### src/rtl/pulse_hs_rx.sv
`default_nettype none
// ============================================================================
// Module      : pulse_hs_rx
// Description : Receive end of a 4-phase req/ack pulse-crossing protocol.
//               Synchronises an asynchronous req level, returns a registered
//               ack level, and turns every accepted handshake into exactly one
//               single-cycle pulse_out in the local clock domain.  Bursts are
//               queued in a saturating pending counter.  After each pulse, a
//               programmable number of idle cycles is forced before the next.
// Ports       : clk        in   local clock
//               rst        in   asynchronous reset, active-high
//               req_async  in   4-phase request level (foreign domain)
//               ack        out  registered acknowledge level to the source
//               pulse_out  out  registered one-cycle event pulse
//               pending    out  accepted events not yet emitted
//               overflow   out  sticky: an event was dropped (queue full)
//               ovf_clr    in   synchronous clear of overflow
//               evt_count  out  32-bit accepted-handshake counter
//                               (only when PULSE_STATS_EN is defined)
// Options     : `define PULSE_STATS_EN to add the evt_count port and counter.
// Revision    : 1.0 - initial release
// ============================================================================
module pulse_hs_rx #(
    parameter int   SYNC_STAGES = 2,
    parameter int   MIN_GAP     = 0,
    parameter int   PEND_W      = 4,
    parameter logic REQ_INIT    = 1'b0
) (
    input  logic              clk,
    input  logic              rst,
    input  logic              req_async,
    output logic              ack,
    output logic              pulse_out,
    output logic [PEND_W-1:0] pending,
    output logic              overflow,
    input  logic              ovf_clr
`ifdef PULSE_STATS_EN
    ,
    output logic [31:0]       evt_count
`endif
);

    // A gap counter of at least one bit keeps the MIN_GAP=0 build legal;
    // it then simply never leaves zero.
    localparam int                GAP_W      = (MIN_GAP > 0) ? $clog2(MIN_GAP + 1) : 1;
    localparam logic [GAP_W-1:0]  GAP_LOAD   = GAP_W'(MIN_GAP);
    localparam logic [PEND_W-1:0] PEND_MAX   = {PEND_W{1'b1}};
    localparam logic              HOLD_AFTER = (MIN_GAP > 0);

    typedef enum logic [0:0] {
        WAIT_REQ = 1'b0,
        ACKED    = 1'b1
    } state_t;

    // Starting in ACKED when req is assumed high at reset means the
    // already-high request is not mistaken for a new handshake.
    localparam state_t STATE_RST = REQ_INIT ? ACKED : WAIT_REQ;

    logic [SYNC_STAGES-1:0] sync_q, sync_d;
    state_t                 state_q, state_d;
    logic                   ack_q, ack_d;
    logic                   pulse_q, pulse_d;
    logic [PEND_W-1:0]      pending_q, pending_d;
    logic [GAP_W-1:0]       gap_q, gap_d;
    logic                   overflow_q, overflow_d;

    logic                   req_s;
    logic                   enq;
    logic                   deq;
    logic                   ovf_set;

    // ------------------------------------------------------------------
    // Synchroniser and handshake FSM
    // ------------------------------------------------------------------
    always_comb begin
        sync_d  = {sync_q[SYNC_STAGES-2:0], req_async};
        req_s   = sync_q[SYNC_STAGES-1];
        state_d = state_q;
        ack_d   = ack_q;
        enq     = 1'b0;
        case (state_q)
            WAIT_REQ: begin
                if (req_s) begin
                    state_d = ACKED;
                    ack_d   = 1'b1;
                    enq     = 1'b1;
                end
            end
            ACKED: begin
                if (!req_s) begin
                    state_d = WAIT_REQ;
                    ack_d   = 1'b0;
                end
            end
            default: begin
                state_d = STATE_RST;
                ack_d   = REQ_INIT;
            end
        endcase
    end

    // ------------------------------------------------------------------
    // Emission, gap timer, pending queue and overflow
    // ------------------------------------------------------------------
    always_comb begin
        // The pulse and the decrement of pending share one edge, so a
        // dequeue is exactly "pulse_out will be high next cycle".
        deq     = (pending_q != '0) && (gap_q == '0) && !(HOLD_AFTER && pulse_q);
        pulse_d = deq;

        gap_d = gap_q;
        if (deq) begin
            gap_d = GAP_LOAD;
        end else if (gap_q != '0) begin
            gap_d = gap_q - GAP_W'(1);
        end

        pending_d = pending_q;
        ovf_set   = 1'b0;
        if (enq && !deq) begin
            if (pending_q == PEND_MAX) begin
                ovf_set = 1'b1;
            end else begin
                pending_d = pending_q + PEND_W'(1);
            end
        end else if (!enq && deq) begin
            pending_d = pending_q - PEND_W'(1);
        end

        // Set takes priority over a coincident clear.
        overflow_d = overflow_q;
        if (ovf_clr) begin
            overflow_d = 1'b0;
        end
        if (ovf_set) begin
            overflow_d = 1'b1;
        end
    end

    always_ff @(posedge clk or posedge rst) begin
        if (rst) begin
            sync_q     <= {SYNC_STAGES{REQ_INIT}};
            state_q    <= STATE_RST;
            ack_q      <= REQ_INIT;
            pulse_q    <= 1'b0;
            pending_q  <= '0;
            gap_q      <= '0;
            overflow_q <= 1'b0;
        end else begin
            sync_q     <= sync_d;
            state_q    <= state_d;
            ack_q      <= ack_d;
            pulse_q    <= pulse_d;
            pending_q  <= pending_d;
            gap_q      <= gap_d;
            overflow_q <= overflow_d;
        end
    end

    assign ack       = ack_q;
    assign pulse_out = pulse_q;
    assign pending   = pending_q;
    assign overflow  = overflow_q;

`ifdef PULSE_STATS_EN
    // Counts every accepted handshake, dropped ones included; wraps freely.
    logic [31:0] evt_count_q, evt_count_d;

    always_comb begin
        evt_count_d = evt_count_q;
        if (enq) begin
            evt_count_d = evt_count_q + 32'd1;
        end
    end

    always_ff @(posedge clk or posedge rst) begin
        if (rst) begin
            evt_count_q <= 32'd0;
        end else begin
            evt_count_q <= evt_count_d;
        end
    end

    assign evt_count = evt_count_q;
`endif

endmodule
`default_nettype wire

### config.mk
export PLATFORM = sky130hd
export DESIGN_NAME = pulse_hs_rx
export DESIGN_NICKNAME = d
export VERILOG_FILES = /design/src/rtl/pulse_hs_rx.sv
export SDC_FILE = /design/constraint.sdc
export NUM_CORES = 1
export LEC_CHECK = 0
export CAP_MARGIN = 20
export CORE_AREA = 4 4 41 43
export CTS_CLUSTER_SIZE = 30
export DETAILED_ROUTE_END_ITERATION = 8
export DIE_AREA = 0 0 45 47
export HOLD_SLACK_MARGIN = 0.12
export PLACE_DENSITY = 0.73
export SYNTH_ARGS = -nofsm -noshare
export SYNTH_HDL_FRONTEND = slang
export SYNTH_SLANG_ARGS = --single-unit
### constraint.sdc
create_clock -name clk -period 1.6 [get_ports clk]
set_input_delay 0.16 -clock clk [delete_from_list [all_inputs] [get_ports clk]]
set_output_delay 0.16 -clock clk [all_outputs]
set_load 0.03 [all_outputs]
==> results of run 1 <==
cells by family after synthesis:
logic type	synth area share (%)
AND/OR/NAND/NOR	16.32
flip-flops	51.02
AO/OA/AOI/OAI	10.46
buffers and inverters	7.652
XOR/XNOR	6.889
adder cells (fa/ha/maj)	7.654
worst reg2reg max path: cells and delay by family, from the launching register on:
kind	cells	cell delay [ns]
AND/OR/NAND/NOR	4	0.60
flip-flops	1	0.42
adder cells (fa/ha/maj)	1	0.32
AO/OA/AOI/OAI	1	0.21
metal layers:
metal | up-vias | GRT usage, % | wire length (µm)
met3 | 0 | 2.299 | 44
met2 | 11 | 17.23 | 512
met4 | 0 | 5.263 | 0
li1 | 180 | - | -
met5 | - | 0 | 0
met1 | 184 | 13.68 | 429
stage by stage:
stage | util, % | hold slack (ns) | power [mW] | instances | area (µm²)
floorplan | - | -0.00002431 | 0.9263 | 41 | 535.5
global placement | 51.73 | 0.3334 | 1.167 | 70 | 673.1
detailed placement | 51.73 | 0.3458 | 1.194 | 70 | 673.1
CTS | 55.58 | 0.1784 | 1.433 | 75 | 723.2
global route | 56.54 | 0.2036 | 1.528 | 76 | 735.7
finish | 56.54 | 0.1683 | 1.442 | 76 | 735.7
area by class of cell:
cell class                 count  share of cell area (%)
tap                           15                   2.551
multi-input combinational     26                   35.37
sequential                    10                   34.52
clock buffer                   4                   4.932
inverter                       3                   1.531
timing repair buffer          18                   21.09
timing repair:
item / in CTS / in global routing
pin swaps: 4 / 4
buffers inserted: 1 / 1
resized for setup: 6 / 1
hold buffers: 0 / 0
setup endpoints to repair: 6 / 2
how the worst max path moves through the flow:
stage / to / slack, ns / depth (start not counted)
2_1_floorplan: pending[3] / -0.18 / 6
3_3_place_gp: pending[2] / -0.04 / 6
3_5_place_dp: pending[3] / -0.08 / 6
4_1_cts: pending[3] / -0.05 / 6
5_1_grt: pending[2] / -0.15 / 6
6_report: pending[3] / -0.08 / 6
where the power goes:
| part | internal (mW) | switching (mW) | total, mW |
|---|---|---|---|
| sequential | 0.330 | 0.0578 | 0.388 |
| clock | 0.138 | 0.0886 | 0.227 |
| combinational | 0.396 | 0.431 | 0.827 |
| total | 0.864 | 0.578 | 1.44 |
sequential cells by signal (all words and copies together), names as in the netlist:
signal     flops
pending        4
pulse_out      1
overflow       1
sync_q         2
ack            1
state_q        1
placed cells by master, fill, tap and decap left out, types with 2 or more instances in the layout:
cell type / count
dfrtp_1: 7
xnor2_1: 2
clkbuf_4: 3
nor2b_1: 3
inv_1: 2
buf_4: 8
nand2_1: 2
dfrtp_2: 3
dlygate4sd2_1: 4
clkdlybuf4s50_1: 6
o21ai_1: 3
ha_4: 2
==> metrics.md, run 1 <==
| Metric | Value |
|---|---|
| Drt first pass iters | `4` |
| Yosys cell types | `21` |
| Worst setup SP type | `flip-flop` |
| CTS tree | `built` |
| Initial antenna violation count | `0` |
| Sink Count | `10` |
| Via count | `between 300 and 400` |
| Avg WL per Cell | `12.97 µm` |
| Diode count | `0` |
| Fill count | `114` |
| Die ar. | `~2100 µm²` |
| Period utilization | `104.9%` |
| Ys async rst share | `100.0%` |
| Ys Warns | `0` |
| EDFF count, synth | `0` |
| Die H | `~47 µm` |
| Final worst setup slack | `-0.07817 ns` |
| Pin count of the biggest net entering global routing | `11` |
| IO Port Bufs | `10` |
| Peak Freq | `between 500 and 600 MHz` |
| Area Overhead vs Synth | `50.00%` |
| Crit path DAT | `roughly 1.8 ns` |
| Starting Density | `37.69%` |
| Worst setup path startpoint | `pending[1]` |
| Main synth FF type | `dfrtp_1` |
| Top cell family by delay on the critical path | `simple AND/OR/NAND/NOR gates` |
| Crit path capture type | `flip-flop` |
| Status | `finished with violations` |
| Mapped cell area | `between 400 and 500 µm²` |
| Vias per Instance | `4.934` |
| Reg area | `254.0 µm²` |
| Longest Clk Path Bufs | `2` |
| Leak Pwr | `roughly 0.32 nW` |
| Post-synth top cells | `dfrtp_1 (10), ha_1 (3), nand2_1 (3), nor2b_1 (3)` |
| Reg2reg path depth | `6` |
| Total congestion overflow | `0` |
| TNS Setup | `-0.1511 ns` |
| Gr usage total | `roughly 11%` |
| Clock transition at the registers of the reported paths | `~0.070 ns` |
| Residual DRC | `0` |
| Site Rows | `13` |
| Largest fanout on the critical path | `4` |
| Mean Syn Cell Area | `11.96 µm²` |
| Reg2reg setup slack | `-0.08 ns` |
| Final setup fails | `2` |
| Worst-skew pair later-pin latency | `around 0.26 ns` |
| Total Wirelength | `~1000 µm` |
| Final ANT Viol Nets | `0` |
| Max incr delay on CP | `~0.42 ns` |
| Max Cap Viol | `0` |
| Min Tclk post-route | `between 1.5 and 2 ns` |
| Final clock skew | `around 0.0053 ns` |
| Worst Hold Class | `in -> async` |
| Starting DRC count in detailed routing | `3` |
| Register area share after synthesis | `about half` |
| CTS Root Cell | `clkbuf_4` |
| Critical path, cell by cell | `nor4_4, nand2_2, ha_4, nand3_2, a211oi_2, nor3_2` |
| Die Width | `roughly 45 µm` |
| TritonCTS Buffers | `3` |
| RSZ-0062 raised after global routing | `yes` |
| Crit-path slowest cell | `dfrtp_2` |
| Share of layout cells above drive strength 1 | `about 43%` |
| Yosys top cell by area | `dfrtp_1` |
| Hpwl dp | `approximately 740 µm` |
| Mapped Cells | `a little over 40` |
| Synth top area share | `51.02%` |
| WP data required | `about 1.8 ns` |
| FF+latch count, synth | `10` |
| Syn_nets | `48` |
| Area of the multi-input gates | `about 260 µm²` |
| Worst vdd ir | `about 0.93 mV` |
| Max Slew Vio Count | `0` |
| Worst flop-to-flop path endpoint | `pending[3]` |
| # IOs | `11` |
| CP Class | `reg -> reg` |
| First-pass GRT wire length | `roughly 1.6 mm` |
| Fin nets | `slightly below 70` |
| Buf/Inv on CP | `0` |
| Core Area | `1301 µm²` |
| RR Startpoint | `pending[1]` |
| H-Tree Depth | `1` |
| Vias in the first global route | `approximately 360` |
| GP Congestion | `0.7119` |
| Most common cell in the netlist | `dfrtp_1` |
| Worst slack, placed | `-0.08275 ns` |
| Failing checks | `negative setup slack` |
| Cell Pwr Density | `1960 nW/µm²` |
| Synth top area cells | `dfrtp_1 (51%), ha_1 (7.7%), nor4_4 (4.3%)` |
| Worst rel slew slack | `between 70% and 80%` |
| Worst Tran Pin Value | `~0.39 ns` |
| Final hold violations | `0` |
Note: power is estimated with default switching activity, not from simulation.
==> run 2: changes to the inputs <==
ABC_CLOCK_PERIOD_IN_PS = 1600   (was not set)
==> results of run 2 <==
Same layout as run 1: the final DEF is identical, and so are final timing and power.
